===== src/rtl/muller_c_pkg.sv =====
// Shared types and constants for the Muller C-element bank.
// Holds the completion-mode encoding and the disagree-counter width.
package muller_c_pkg;

    typedef enum logic [1:0] {
        MODE_SYM  = 2'd0,
        MODE_MAJ  = 2'd1,
        MODE_ASYM = 2'd2,
        MODE_RSVD = 2'd3
    } mode_t;

    localparam int DIS_W = 16;

endpackage


===== src/rtl/muller_c_cell.sv =====
// One sampled C-element channel: synchroniser, mode evaluation, output
// register, saturating toggle counter and disagreement watchdog.
// Ports: clk, rst_n (sync, active-low), in_bits[INPUTS], mode[2],
//        clr_cnt, c_out, toggles[CNT_W], stuck.
module muller_c_cell
    import muller_c_pkg::*;
#(
    parameter int INPUTS      = 3,
    parameter int SYNC_STAGES = 2,
    parameter int CNT_W       = 8,
    parameter int TIMEOUT     = 16,
    parameter bit INIT        = 1'b0
) (
    input  logic              clk,
    input  logic              rst_n,
    input  logic [INPUTS-1:0] in_bits,
    input  logic [1:0]        mode,
    input  logic              clr_cnt,
    output logic              c_out,
    output logic [CNT_W-1:0]  toggles,
    output logic              stuck
);

    localparam logic [3:0] N_IN = 4'(INPUTS);
    localparam logic [3:0] HALF = 4'(INPUTS / 2);
    localparam logic [DIS_W-1:0] LIMIT = DIS_W'(TIMEOUT);

    logic [INPUTS-1:0] s;
    logic [3:0]        ones;
    logic [3:0]        zeros;
    logic              all1;
    logic              all0;
    logic              c_next;
    logic [DIS_W-1:0]  dis_cnt;
    mode_t             m;

    // Synchroniser; flops reset to INIT so c_out does not move on release
    // until real input data has propagated through.
    if (SYNC_STAGES == 0) begin : g_nosync
        assign s = in_bits;
    end else begin : g_sync
        logic [INPUTS-1:0] sync_q [SYNC_STAGES];
        always_ff @(posedge clk) begin
            if (!rst_n) begin
                for (int i = 0; i < SYNC_STAGES; i++)
                    sync_q[i] <= {INPUTS{INIT}};
            end else begin
                sync_q[0] <= in_bits;
                for (int i = 1; i < SYNC_STAGES; i++)
                    sync_q[i] <= sync_q[i-1];
            end
        end
        assign s = sync_q[SYNC_STAGES-1];
    end

    assign m    = mode_t'(mode);
    assign all1 = &s;
    assign all0 = ~|s;

    always_comb begin
        ones = '0;
        for (int i = 0; i < INPUTS; i++)
            ones = ones + 4'(s[i]);
        zeros = N_IN - ones;
    end

    // Next output: each mode only ever sets or resets; otherwise hold.
    always_comb begin
        c_next = c_out;
        unique case (m)
            MODE_MAJ: begin
                if (ones > HALF)
                    c_next = 1'b1;
                else if (zeros > HALF)
                    c_next = 1'b0;
            end
            MODE_ASYM: begin
                if (all1)
                    c_next = 1'b1;
                else if (!s[0])
                    c_next = 1'b0;
            end
            MODE_SYM, MODE_RSVD: begin
                if (all1)
                    c_next = 1'b1;
                else if (all0)
                    c_next = 1'b0;
            end
        endcase
    end

    always_ff @(posedge clk) begin
        if (!rst_n) begin
            c_out   <= INIT;
            toggles <= '0;
            dis_cnt <= '0;
        end else begin
            c_out <= c_next;

            // Clear has priority over a same-cycle toggle.
            if (clr_cnt)
                toggles <= '0;
            else if (c_next != c_out && toggles != '1)
                toggles <= toggles + 1'b1;

            if (clr_cnt || all1 || all0)
                dis_cnt <= '0;
            else if (dis_cnt != '1)
                dis_cnt <= dis_cnt + 1'b1;
        end
    end

    assign stuck = (dis_cnt >= LIMIT);

endmodule


===== src/rtl/muller_c_bank.sv =====
// Bank of CHANNELS independent sampled Muller C-elements.
// Ports: clk, rst_n, in_vec[CHANNELS*INPUTS], mode[2], clr_cnt,
//        c_out[CHANNELS], toggles[CHANNELS*CNT_W], stuck[CHANNELS].
module muller_c_bank
    import muller_c_pkg::*;
#(
    parameter int CHANNELS    = 4,
    parameter int INPUTS      = 3,
    parameter int SYNC_STAGES = 2,
    parameter int CNT_W       = 8,
    parameter int TIMEOUT     = 16,
    parameter bit INIT        = 1'b0
) (
    input  logic                      clk,
    input  logic                      rst_n,
    input  logic [CHANNELS*INPUTS-1:0] in_vec,
    input  logic [1:0]                mode,
    input  logic                      clr_cnt,
    output logic [CHANNELS-1:0]       c_out,
    output logic [CHANNELS*CNT_W-1:0] toggles,
    output logic [CHANNELS-1:0]       stuck
);

    for (genvar ch = 0; ch < CHANNELS; ch++) begin : g_ch
        muller_c_cell #(
            .INPUTS      (INPUTS),
            .SYNC_STAGES (SYNC_STAGES),
            .CNT_W       (CNT_W),
            .TIMEOUT     (TIMEOUT),
            .INIT        (INIT)
        ) u_cell (
            .clk     (clk),
            .rst_n   (rst_n),
            .in_bits (in_vec[ch*INPUTS +: INPUTS]),
            .mode    (mode),
            .clr_cnt (clr_cnt),
            .c_out   (c_out[ch]),
            .toggles (toggles[ch*CNT_W +: CNT_W]),
            .stuck   (stuck[ch])
        );
    end

endmodule


===== config.mk =====
export PLATFORM = sky130hd
export DESIGN_NAME = muller_c_bank
export DESIGN_NICKNAME = d
export VERILOG_FILES = /design/src/rtl/muller_c_pkg.sv /design/src/rtl/muller_c_cell.sv /design/src/rtl/muller_c_bank.sv
export SDC_FILE = /design/constraint.sdc
export NUM_CORES = 1
export LEC_CHECK = 0
export ABC_AREA = 0
export BUFFER_PORTS_ARGS = -buffer_cell sky130_fd_sc_hd__buf_2
export CAP_MARGIN = 20
export CORE_MARGIN = 1
export CORE_UTILIZATION = 45
export DETAILED_ROUTE_END_ITERATION = 10
export PLACE_DENSITY = 0.68
export SLEW_MARGIN = 20
export SYNTH_ARGS = -nofsm -noshare
export SYNTH_HDL_FRONTEND = slang
export SYNTH_SLANG_ARGS = --single-unit

===== constraint.sdc =====
create_clock -name clk -period 4.3 [get_ports clk]
set_input_delay 0.86 -clock clk [delete_from_list [all_inputs] [get_ports clk]]
set_output_delay 0.86 -clock clk [all_outputs]
set_load 0.01 [all_outputs]

==> results of run 1 <==
==> flip-flops by register name, summed over array words and instances, names as in the netlist <==
register and cells:
g_ch.u_cell.dis_cnt 64, g_ch.u_cell.toggles 32, g_ch.u_cell.g_sync.sync_q 24, g_ch.u_cell.c_out 4
==> worst reg2reg max path, delay by kind of cell (launching register included) <==
family,cells,cell delay [ps]
AOI/OAI and AO/OA,4,940
adders and majority gates,2,570
buffers and inverters,1,60
DFF,1,360
and+or+nand+nor,2,240
==> area by class of cell <==
class                   count  share of cell area, %
repair buffers             59                   4.22
well taps                 176                   3.07
flip-flops and latches    124                   34.6
clock inverters            14                   1.87
inverters                  34                   1.78
multi-input cells         546                   48.3
clock buffers              18                   6.12
==> synth_stat cells (all sizes together) (2+ instances only) <==
cell type,count,area [sq um]
o311a,4,40.0
a21oi,48,244
ha,25,313
mux2i,13,130
a31oi,11,68.8
nand4b,5,43.8
and3,16,100
and4,9,81.3
nand2b,10,62.6
o31ai,2,15.0
nand4,20,140
and2,25,156
or2,3,18.8
nor3b,4,30.0
nand3,57,285
dfxtp,124,2480
inv,34,128
or3,5,31.3
a31o,5,43.8
nand4bb,3,33.8
nor2b,3,18.8
a311oi,6,52.6
nor4,22,183
o311ai,2,17.5
buf,14,104
nor2,82,308
clkbuf,17,63.8
and3b,3,26.3
and4b,2,20.0
nor3,14,75.1
o21ai,18,90.1
o211ai,5,37.5
a211oi,11,82.6
o21bai,2,15.0
xor2,8,70.1
xnor2,32,280
nand2,57,214
==> metal layers <==
layer,up-vias,part of all wire [%],global-route usage (%)
met3,15,6.1,6.99
met4,0,0.94,6.33
met1,2554,45,23.5
li1,2718,-,-
met2,107,48,33.4
met5,-,0,0
==> worst paths after layout <==
check | from | endpoint | slack (ps) | depth (start not counted)
worst max-delay path | mode[1] | g_ch[1].u_cell.toggles[5]$_SDFFE_PP0P_ | 1690 | 8
worst min-delay path | g_ch[2].u_cell.g_sync.sync_q[0][0]$_SDFF_PN0_ | g_ch[2].u_cell.g_sync.sync_q[0][3]$_SDFF_PN0_ | 430 | 1
worst max register to register | g_ch[1].u_cell.g_sync.sync_q[0][3]$_SDFF_PN0_ | g_ch[1].u_cell.toggles[5]$_SDFFE_PP0P_ | 2010 | 9
worst min register to register | g_ch[2].u_cell.g_sync.sync_q[0][0]$_SDFF_PN0_ | g_ch[2].u_cell.g_sync.sync_q[0][3]$_SDFF_PN0_ | 430 | 1
==> kinds of logic after synthesis <==
kind of cell             share of synthesized area, %
adder cells (fa/ha/maj)                          5.02
XOR/XNOR                                         5.62
buffers and inverters                            4.74
AO/OA/AOI/OAI                                    12.8
multiplexers                                     2.09
AND/OR/NAND/NOR                                  29.9
flip-flops                                       39.8
==> where the power goes <==
part	internal, W	switching, W	total [W]
Clock	0.000819	0.000554	0.00137
Sequential	0.00116	0.0000125	0.00118
Combinational	0.0000411	0.0000621	0.000103
==> per-stage QoR <==
stage               utilization (%)  hold slack [ps]  area (sq um)
floorplan                         -              412          6230
global placement               49.2              415          6590
detailed placement             49.2              417          6590
CTS                            53.5              431          7170
global route                   53.5              439          7170
finish                         53.5              431          7170
==> results.txt, run 1 <==
Critical path buffers and inverters: 3
Most common cell on crit path: inv_1
delay-heaviest family, CP: compound AO/OA/AOI/OAI gates
Setup CP Type: input port to register
WL final: 13500 um
Die ar.: 14300 sq um
Die Wd: 120 um
Layout Cells excl Fill: 971
Total GRT Usage: 19.8%
Final Wtd Congestion: 0.859
Worst IR Drop VDD: 0.324 mV
largest net degree at the start of global routing: 31
core area: 13400 sq um
Clock Skew: 8.35 ps
vias in the first global route: 5053
register area: 2480 sq um
Final min period: 2610 ps
Seq/Total Area, Yosys: 39.8%
Finish-stage setup viols: 0
CTS Buffer Depth: 2
Filler Cell Count: 1248
largest fanout on the critical path: 18
clock slew at reported path FFs: 60 ps
PnR worst setup slack: 1690 ps
first-pass GRT wire length: 22900 um
hpwl dp: 9500 um
commonest non-fill, non-tap cells in the layout: dfxtp_1, nor2_1, nand2_1, nand3_1, buf_2
status: finished, final reports clean
warnings from Yosys: 0
Nets: 824
layout cell share with drive strength beyond 1: 14.1%
I/O pin count: 57
Die Y: 120 um
Pre-antenna DRT Iters: 4
max_slew headroom: 51.6%
antenna cell count: 0
vias: 5394
Synth async-reset ratio: 0%
DR vias/cell: 5.56
Layout area overhead: 15.1%
Routed Antenna Nets: 0
f_max: 383 MHz
Clock Sinks: 124
clock root buffer: clkbuf_16
Critical Path Sink Type: register
Iter 0 DRT Violations: 321
DP Worst Slack: 1290 ps
Worst Path Arrival: 2920 ps
count of cell types in the netlist: 61
DP Cell Count: 939
top_reg_cell synth: dfxtp_1
hold buffers post-CTS: 0
htree depth: 4
total gr overflow: 0
Pwr Density: 370 nW/um^2
RSZ-0062 raised after global routing: false
Mean Syn Cell Area: 8.48 sq um
initial antenna violation count: 0
Hold Crit Class: register to register
# rows: 42
Clock Latency Late Sink: 420 ps
residual DRC count: 0
Mapped Cells: 735
Syn Std Cell Area: 6230 sq um
commonest non-fill, non-tap cell in the layout: dfxtp_1
Tcrit/Tclk final: 60.7%
Worst Tran Pin Value: 726 ps
Final Hold Viols: 0
port bufs: 56
footprint of the multi-input gates: 3470 sq um
Post-synth EDFFs: 0
Sum Neg Setup Slack: 0 ps
Critical Path Slowest Stage Cell: ha_1
Pins Over Slew Limit: 0
TritonCTS buffer count: 17
Cell Chain, Critical Path: buf_2, inv_1, ha_1, inv_1, o311a_1, a21oi_2, a21oi_1, a31o_2
MaxCap Viol Count: 0
Overall Power: 0.00265 W
Initial Util: 46.5%
leakage: 2.74 nW
post-synthesis register bit count: 124
required time worst endpoint: 4610 ps
Post-CTS Setup Bufs: 0
crit-path max cell delay: 500 ps
CTS tree: done
drt wl/cell: 13.9 um
CTS-repair resized insts: 0
startpoint type of the worst setup path: input port
Syn Nets: 777
No activity file was read; power rests on OpenSTA's default activity.
==> run 2: changes to the inputs <==
--- a/config.mk
+++ b/config.mk
@@ -5,7 +5,7 @@
 export SDC_FILE = /design/constraint.sdc
 export NUM_CORES = 1
 export LEC_CHECK = 0
-export ABC_AREA = 0
+export ABC_AREA = 1
 export BUFFER_PORTS_ARGS = -buffer_cell sky130_fd_sc_hd__buf_2
 export CAP_MARGIN = 20
 export CORE_MARGIN = 1
==> constraint.sdc (replaced) <==
create_clock -name clk -period 2.7 [get_ports clk]
set_input_delay 0.54 -clock clk [delete_from_list [all_inputs] [get_ports clk]]
set_output_delay 0.54 -clock clk [all_outputs]
set_load 0.01 [all_outputs]
==> run 2 against run 1 <==
Effect of this change:
- via count grew 8.6%
- final area increased by 5.6%
- hold slack got worse by 130 ps
- core utilization is 0.40 points higher
- critical path type is now register to register
- sequential power increased by 59%
- clock-buffer cell count decreased by 1
- clock skew about the same
- critical endpoint is now g_ch[2].u_cell.toggles[6]$_SDFFE_PP0P_
- non-clock buffer count did not move
- cell count rose by 22%
- critical path depth is 2 higher
- synthesized area grew 4.8%
==> results.txt, run 2 <==
clock root buffer: clkbuf_16
Pins Over Slew Limit: 0 (unchanged)
Synth area leader: dfxtp_1
largest fanout on the critical path: 9 (-9)
Critical Path Slowest Stage Cell: dfxtp_1
top_reg_cell synth: dfxtp_1
Final min period: 1990 ps
Syn Nets: 972 (+25%)
DR vias/cell: 4.95 (-11%)
Die ar.: 15000 sq um (+4.7%)
CTS tree: done
commonest non-fill, non-tap cell in the layout: nand2_1
total gr overflow: 0 (unchanged)
Post-synth EDFFs: 0 (unchanged)
Total GRT Usage: 19.1% (-0.68 points)
Post-synth top cells: nand2_1, inv_1, dfxtp_1, nor2_1, nand3_1
Comb power frac: 4.0% (about the same)
Setup crit start: g_ch[2].u_cell.g_sync.sync_q[0][3]$_SDFF_PN0_
register area: 2480 sq um (unchanged)
Clock Latency Late Sink: 420 ps (about the same)
RSZ-0062 raised after global routing: false
Routed Antenna Nets: 0 (unchanged)
CTS Buffer Depth: 2 (unchanged)
Hold Crit Class: input port to register
Cell Chain, Critical Path: inv_1, ha_1, nand2_1, ha_1, nand2_1, nand3_1, nand3_1, nand3_2, nor2_1, nor2_1
Sw Share: 22.8% (-0.94 points)
Setup CP Type: register to register
Finish-stage setup viols: 0 (unchanged)
residual DRC count: 0 (unchanged)
part of the power in registers: 41.7% (-2.7 points)
Switching Power: 0.00102 W (+63%)
Die Wd: 122 um (+2.3%)
Final Hold Viols: 0 (unchanged)
first-pass GRT wire length: 23100 um (+0.97%)
crit-path max cell delay: 360 ps (-140 ps)
Nets: 1031 (+25%)
max reg flops: 64 (unchanged)
Syn Std Cell Area: 6530 sq um (+4.8%)
Pwr Density: 594 nW/um^2 (+61%)
Tcrit/Tclk final: 73.9%
status: finished, final reports clean
TritonCTS buffer count: 17 (unchanged)
Synth async-reset ratio: 0% (unchanged)
clock slew at reported path FFs: 60 ps (about the same)
hold buffers post-CTS: 0 (unchanged)
leakage: 3.35 nW (+22%)
synth top area cells: dfxtp_1, nand2_1, inv_1
startpoint type of the worst setup path: register
WL final: 13400 um (-0.19%)
vias: 5856 (+8.6%)
footprint of the multi-input gates: 3370 sq um (-2.9%)
cell with the most instances after synthesis: nand2_1
Iter 0 DRT Violations: 398 (+24%)
Pint: 0.00347 W (+72%)
R2R Path Start: g_ch[2].u_cell.g_sync.sync_q[0][3]$_SDFF_PN0_
MaxCap Viol Count: 0 (unchanged)
Worst Path Arrival: 2300 ps (-620 ps)
commonest non-fill, non-tap cells in the layout: nand2_1, inv_1, dfxtp_1
Mapped Cells: 930 (+27%)
post-synthesis register bit count: 124 (unchanged)
Layout area overhead: 16.0%
antenna cell count: 0 (unchanged)
clock share of power: 54.3% (+2.6 points)
Critical path buffers and inverters: 1 (-2)
I/O pin count: 57 (unchanged)
Sum Neg Setup Slack: 0 ps (unchanged)
min-delay src: in_vec[6]
layout cell share with drive strength beyond 1: 12.7% (-1.4 points)
core area: 14000 sq um (+4.8%)
initial antenna violation count: 1 (+1)
fin util: 53.9% (+0.40 points)
count of cell types in the netlist: 41 (-33%)
Mean Syn Cell Area: 7.02 sq um (-17%)
max_slew headroom: 70.3% (+19 points)
# rows: 43 (+2.4%)
hpwl dp: 9690 um (+2.0%)
port bufs: 56 (unchanged)
Pre-antenna DRT Iters: 5 (+1)
Clock Skew: 8.26 ps (-0.0963 ps)
delay-heaviest family, CP: simple AND/OR/NAND/NOR gates
Worst Tran Pin Value: 442 ps (-284 ps)
Post-CTS Setup Bufs: 0 (unchanged)
Seq/Total Area, Yosys: 38.0% (-1.8 points)
Final Wtd Congestion: 0.864 (+0.50%)
Die Y: 122 um (+2.3%)
Clock Sinks: 124 (unchanged)
largest net degree at the start of global routing: 25 (-19%)
CTS-repair resized insts: 0 (unchanged)
vias in the first global route: 5349 (+5.9%)
top cell type's share of synthesized area: 38.0% (-1.8 points)
most flop-heavy register: g_ch.u_cell.dis_cnt
Filler Cell Count: 1396 (+12%)
Critical Path Sink Type: register
f_max: 501 MHz
Worst IR Drop VDD: 0.610 mV (+88%)
drt wl/cell: 11.4 um (-18%)
htree depth: 4 (unchanged)
biggest regs: g_ch.u_cell.dis_cnt (64), g_ch.u_cell.toggles (32), g_ch.u_cell.g_sync.sync_q (24)
required time worst endpoint: 3010 ps (-1600 ps)
warnings from Yosys: 0 (unchanged)
Initial Util: 46.5% (about the same)
==> run 2: layout make-up <==
| cell class | count | area share, % |
|---|---|---|
| Inverter | 149 | 7.40 |
| Clock inverter | 15 | 2.78 |
| Tap cell | 180 | 2.97 |
| Sequential cell | 124 | 32.8 |
| Multi-Input combinational cell | 638 | 44.5 |
| Timing Repair Buffer | 59 | 4.00 |
| Clock buffer | 17 | 5.62 |
==> run 2: path summary, 6_finish.rpt <==
path	endpoint	cells after the start	slack, ps
worst max-delay path	g_ch[2].u_cell.toggles[6]$_SDFFE_PP0P_	10	710
worst min-delay path	g_ch[2].u_cell.g_sync.sync_q[0][0]$_SDFF_PN0_	3	300
worst max register to register	g_ch[2].u_cell.toggles[6]$_SDFFE_PP0P_	10	710
worst min register to register	g_ch[0].u_cell.g_sync.sync_q[0][3]$_SDFF_PN0_	2	410
==> run 2: power by group through the flow <==
stage | Combinational [W] | Sequential [W] | Clock [W]
after detailed placement | 0.000179 | 0.00192 | 0
after global routing | 0.000207 | 0.00188 | 0.00257
after floorplan | 0.000132 | 0.00191 | 0
final | 0.000179 | 0.00188 | 0.00245
after CTS | 0.000180 | 0.00188 | 0.00250
after global placement | 0.000178 | 0.00191 | 0
==> run 2: metrics by stage <==
stage               area, sq um  hold WS (ps)  total power (W)  setup slack, ps  std cells
floorplan                  6530           390          0.00204              841        930
global placement           6940           393          0.00209              532       1150
detailed placement         6940           398          0.00209              503       1150
CTS                        7570           284          0.00456              709       1182
global route               7570           291          0.00465              477       1182
finish                     7570           301          0.00450              706       1182
==> run 2: kinds of logic (layout without fill, tap and decap cells) <==
| logic type | Yosys count | in the layout | share of synthesized area (%) |
|---|---|---|---|
| DFF | 124 | 124 | 38.0 |
| buffers and inverters | 168 | 240 | 10.4 |
| AOI/OAI and AO/OA | 93 | 93 | 7.72 |
| adders and majority gates | 25 | 25 | 4.79 |
| and+or+nand+nor | 487 | 487 | 34.6 |
| xor gates and xnor gates | 33 | 33 | 4.43 |
==> run 2: worst reg2reg max path: cells and delay by family, from the launching register on <==
kind          cells  cell delay, ps
flops             1             360
simple gates      7             950
buf+inv           1              50
fa+ha+maj         2             530
==> run 2: routing by layer <==
layer  wire (um)  global-route usage [%]  vias to the layer above
met5           8                       0                        -
met4         174                    6.02                        2
met3         495                    5.62                       13
met2        6210                    31.8                       89
met1        6540                    23.7                     2621
li1            -                       -                     3131
==> run 3: changes to the inputs <==
--- a/config.mk
+++ b/config.mk
@@ -5,7 +5,7 @@
 export SDC_FILE = /design/constraint.sdc
 export NUM_CORES = 1
 export LEC_CHECK = 0
-export ABC_AREA = 1
+export ABC_AREA = 0
 export BUFFER_PORTS_ARGS = -buffer_cell sky130_fd_sc_hd__buf_2
 export CAP_MARGIN = 20
 export CORE_MARGIN = 1
==> constraint.sdc (replaced) <==
create_clock -name clk -period 1.9 [get_ports clk]
set_input_delay 0.38 -clock clk [delete_from_list [all_inputs] [get_ports clk]]
set_output_delay 0.38 -clock clk [all_outputs]
set_load 0.01 [all_outputs]
==> run 3 against run 2 <==
Effect of this change:
- the flow now finishes with violations (setup timing)
- non-clock buffer count rose by 42
- hold slack got worse by 130 ps
- sequential share of layout area is 1.3 points lower
- setup slack got worse by 810 ps
- sequential power rose by 42%
- clock-buffer cell count rose by 1
- final area rose by 4.6%
- largest power group unchanged
==> results.txt, run 3 (synthesis gave the netlist of run 1 again) <==
Final min period: 2010 ps (+11.3 ps)
Critical Path Slowest Stage Cell: dfxtp_2
leakage: 3.05 nW (-9.1%)
largest fanout on the critical path: 3 (-6)
antenna cell count: 0 (unchanged)
RSZ-0062 raised after global routing: true
DR vias/cell: 5.57 (+12%)
startpoint type of the worst setup path: register
Die Wd: 120 um (-2.3%)
max_slew headroom: 60.4% (-10 points)
Final Wtd Congestion: 0.898 (+4.0%)
Critical Path Sink Type: register
status: complete, but fails checks
core area: 13400 sq um (-4.6%)
total gr overflow: 0 (unchanged)
htree depth: 4 (unchanged)
layout cell share with drive strength beyond 1: 25.1% (+12 points)
Pwr Density: 774 nW/um^2 (+30%)
max reg flops: 64 (unchanged)
clock root buffer: clkbuf_16
Pins Over Slew Limit: 0 (unchanged)
MaxCap Viol Count: 0 (unchanged)
Cell Chain, Critical Path: inv_2, ha_4, nand2_4, ha_4, nand4b_1, o311a_1, a21bo_2, or3_1, a21oi_1
Most common cell on crit path: ha_4
Finish-stage setup viols: 16 (+16)
port bufs: 56 (unchanged)
required time worst endpoint: 2250 ps (-760 ps)
Clock Sinks: 124 (unchanged)
fin util: 59.1% (+5.2 points)
hpwl dp: 10200 um (+5.3%)
Worst Hold Path EP: g_ch[2].u_cell.g_sync.sync_q[0][1]$_SDFF_PN0_
Hold Crit Class: input port to register
CTS tree: done
vias: 5644 (-3.6%)
residual DRC count: 0 (unchanged)
Final Hold Viols: 0 (unchanged)
failing checks: setup timing
R2R Path Start: g_ch[0].u_cell.g_sync.sync_q[0][3]$_SDFF_PN0_
vias in the first global route: 5401 (+0.97%)
CTS Buffer Depth: 2 (unchanged)
Worst Path Arrival: 2350 ps (+50 ps)
Overall Power: 0.00613 W (+36%)
Hold Path Depth: 2 (-1)
most flop-heavy register: g_ch.u_cell.dis_cnt
Routed Antenna Nets: 0 (unchanged)
Tcrit/Tclk final: 106% (+32 points)
Initial Util: 46.5% (about the same)
Clock Latency Late Sink: 410 ps (about the same)
Die Y: 120 um (-2.3%)
Worst Reg2Reg Path Length in Cells: 9 (-1)
min-delay src: in_vec[7]
Worst IR Drop VDD: 0.631 mV (+3.5%)
Nets: 866 (-16%)
Critical path buffers and inverters: 1 (unchanged)
first-pass GRT wire length: 24500 um (+5.8%)
Setup crit start: g_ch[0].u_cell.g_sync.sync_q[0][3]$_SDFF_PN0_
r2r setup slk: -110 ps (-810 ps)
Clock Skew: 7.01 ps (-1.25 ps)
Total GRT Usage: 21.1% (+1.9 points)
clock slew at reported path FFs: 60 ps (about the same)
Pre-antenna DRT Iters: 5 (unchanged)
Iter 0 DRT Violations: 407 (+2.3%)
commonest non-fill, non-tap cells in the layout: dfxtp_1, nor2_1, buf_2
Hold Slack: 166 ps (-134 ps)
biggest regs: g_ch.u_cell.dis_cnt (64), g_ch.u_cell.toggles (32), g_ch.u_cell.g_sync.sync_q (24)
WL final: 14700 um (+9.5%)
crit-path max cell delay: 350 ps (about the same)
# rows: 42 (-2.3%)
Layout area overhead: 27.0%
largest net degree at the start of global routing: 26 (+4.0%)
delay-heaviest family, CP: simple AND/OR/NAND/NOR gates
Filler Cell Count: 1142 (-18%)
drt wl/cell: 14.5 um (+28%)
Worst Tran Pin Value: 590 ps (+149 ps)
Setup CP Type: register to register
commonest non-fill, non-tap cell in the layout: dfxtp_1
hold buffers post-CTS: 0 (unchanged)
PnR worst setup slack: -106 ps (-811 ps)
Die ar.: 14300 sq um (-4.5%)
Sum Neg Setup Slack: -838 ps (-838 ps)
reg2reg end: g_ch[0].u_cell.toggles[3]$_SDFFE_PP0P_
initial antenna violation count: 0 (-1)
TritonCTS buffer count: 17 (unchanged)
I/O pin count: 57 (unchanged)
f_max: 499 MHz (-0.56%)
-- run 3: cell type report --
class | instances | area, sq um | share of cell area, %
multi-input cells | 546 | 3840 | 48.5
flip-flops and latches | 124 | 2490 | 31.5
repair buffers | 101 | 658 | 8.31
clock buffers | 18 | 429 | 5.42
well taps | 176 | 220 | 2.78
clock inverters | 14 | 148 | 1.86
inverters | 34 | 128 | 1.61
-- run 3: layer usage --
layer | GRT usage (%) | wire length [um]
met5 | 0 | 0
met4 | 8.13 | 195
met3 | 7.03 | 832
met2 | 36.3 | 7310
met1 | 23.9 | 6370
-- run 3: worst reg2reg max path, delay by kind of cell, from the launching register on --
family          cells  cell delay (ps)
simple gates        3              530
compound gates      3              510
fa+ha+maj           2              500
flops               1              350
buf+inv             1               50
-- run 3: what timing repair did --
action,CTS,global route
resized for setup,53,25
pin swaps,27,21
setup endpoints to repair,29,37
buffers inserted,7,6
-- run 3: through the flow --
stage               area (sq um)  instances  setup slack, ps
CTS                         7730       1007             -120
finish                      7920       1013             -106
global route                7920       1013             -193
detailed placement          6840        968             -203
global placement            6840        968            -89.7
floorplan                   6260        735            -42.8
-- run 3: report_power, final --
| group | switching [W] | internal [W] |
|---|---|---|
| combinational | 0.000181 | 0.000162 |
| clock | 0.00119 | 0.00193 |
| sequential | 0.0000290 | 0.00264 |
| total | 0.00140 | 0.00473 |
-- run 3: worst max path at each step --
stage / to / slack [ps] / depth (start not counted)
after global placement: g_ch[0].u_cell.toggles[3]$_SDFFE_PP0P_ / -90 / 9
after floorplan: g_ch[0].u_cell.toggles[3]$_SDFFE_PP0P_ / -40 / 9
final: g_ch[0].u_cell.toggles[3]$_SDFFE_PP0P_ / -110 / 9
after global routing: g_ch[2].u_cell.toggles[6]$_SDFFE_PP0P_ / -190 / 9
after CTS: g_ch[0].u_cell.toggles[3]$_SDFFE_PP0P_ / -120 / 9
after detailed placement: g_ch[0].u_cell.toggles[3]$_SDFFE_PP0P_ / -200 / 9
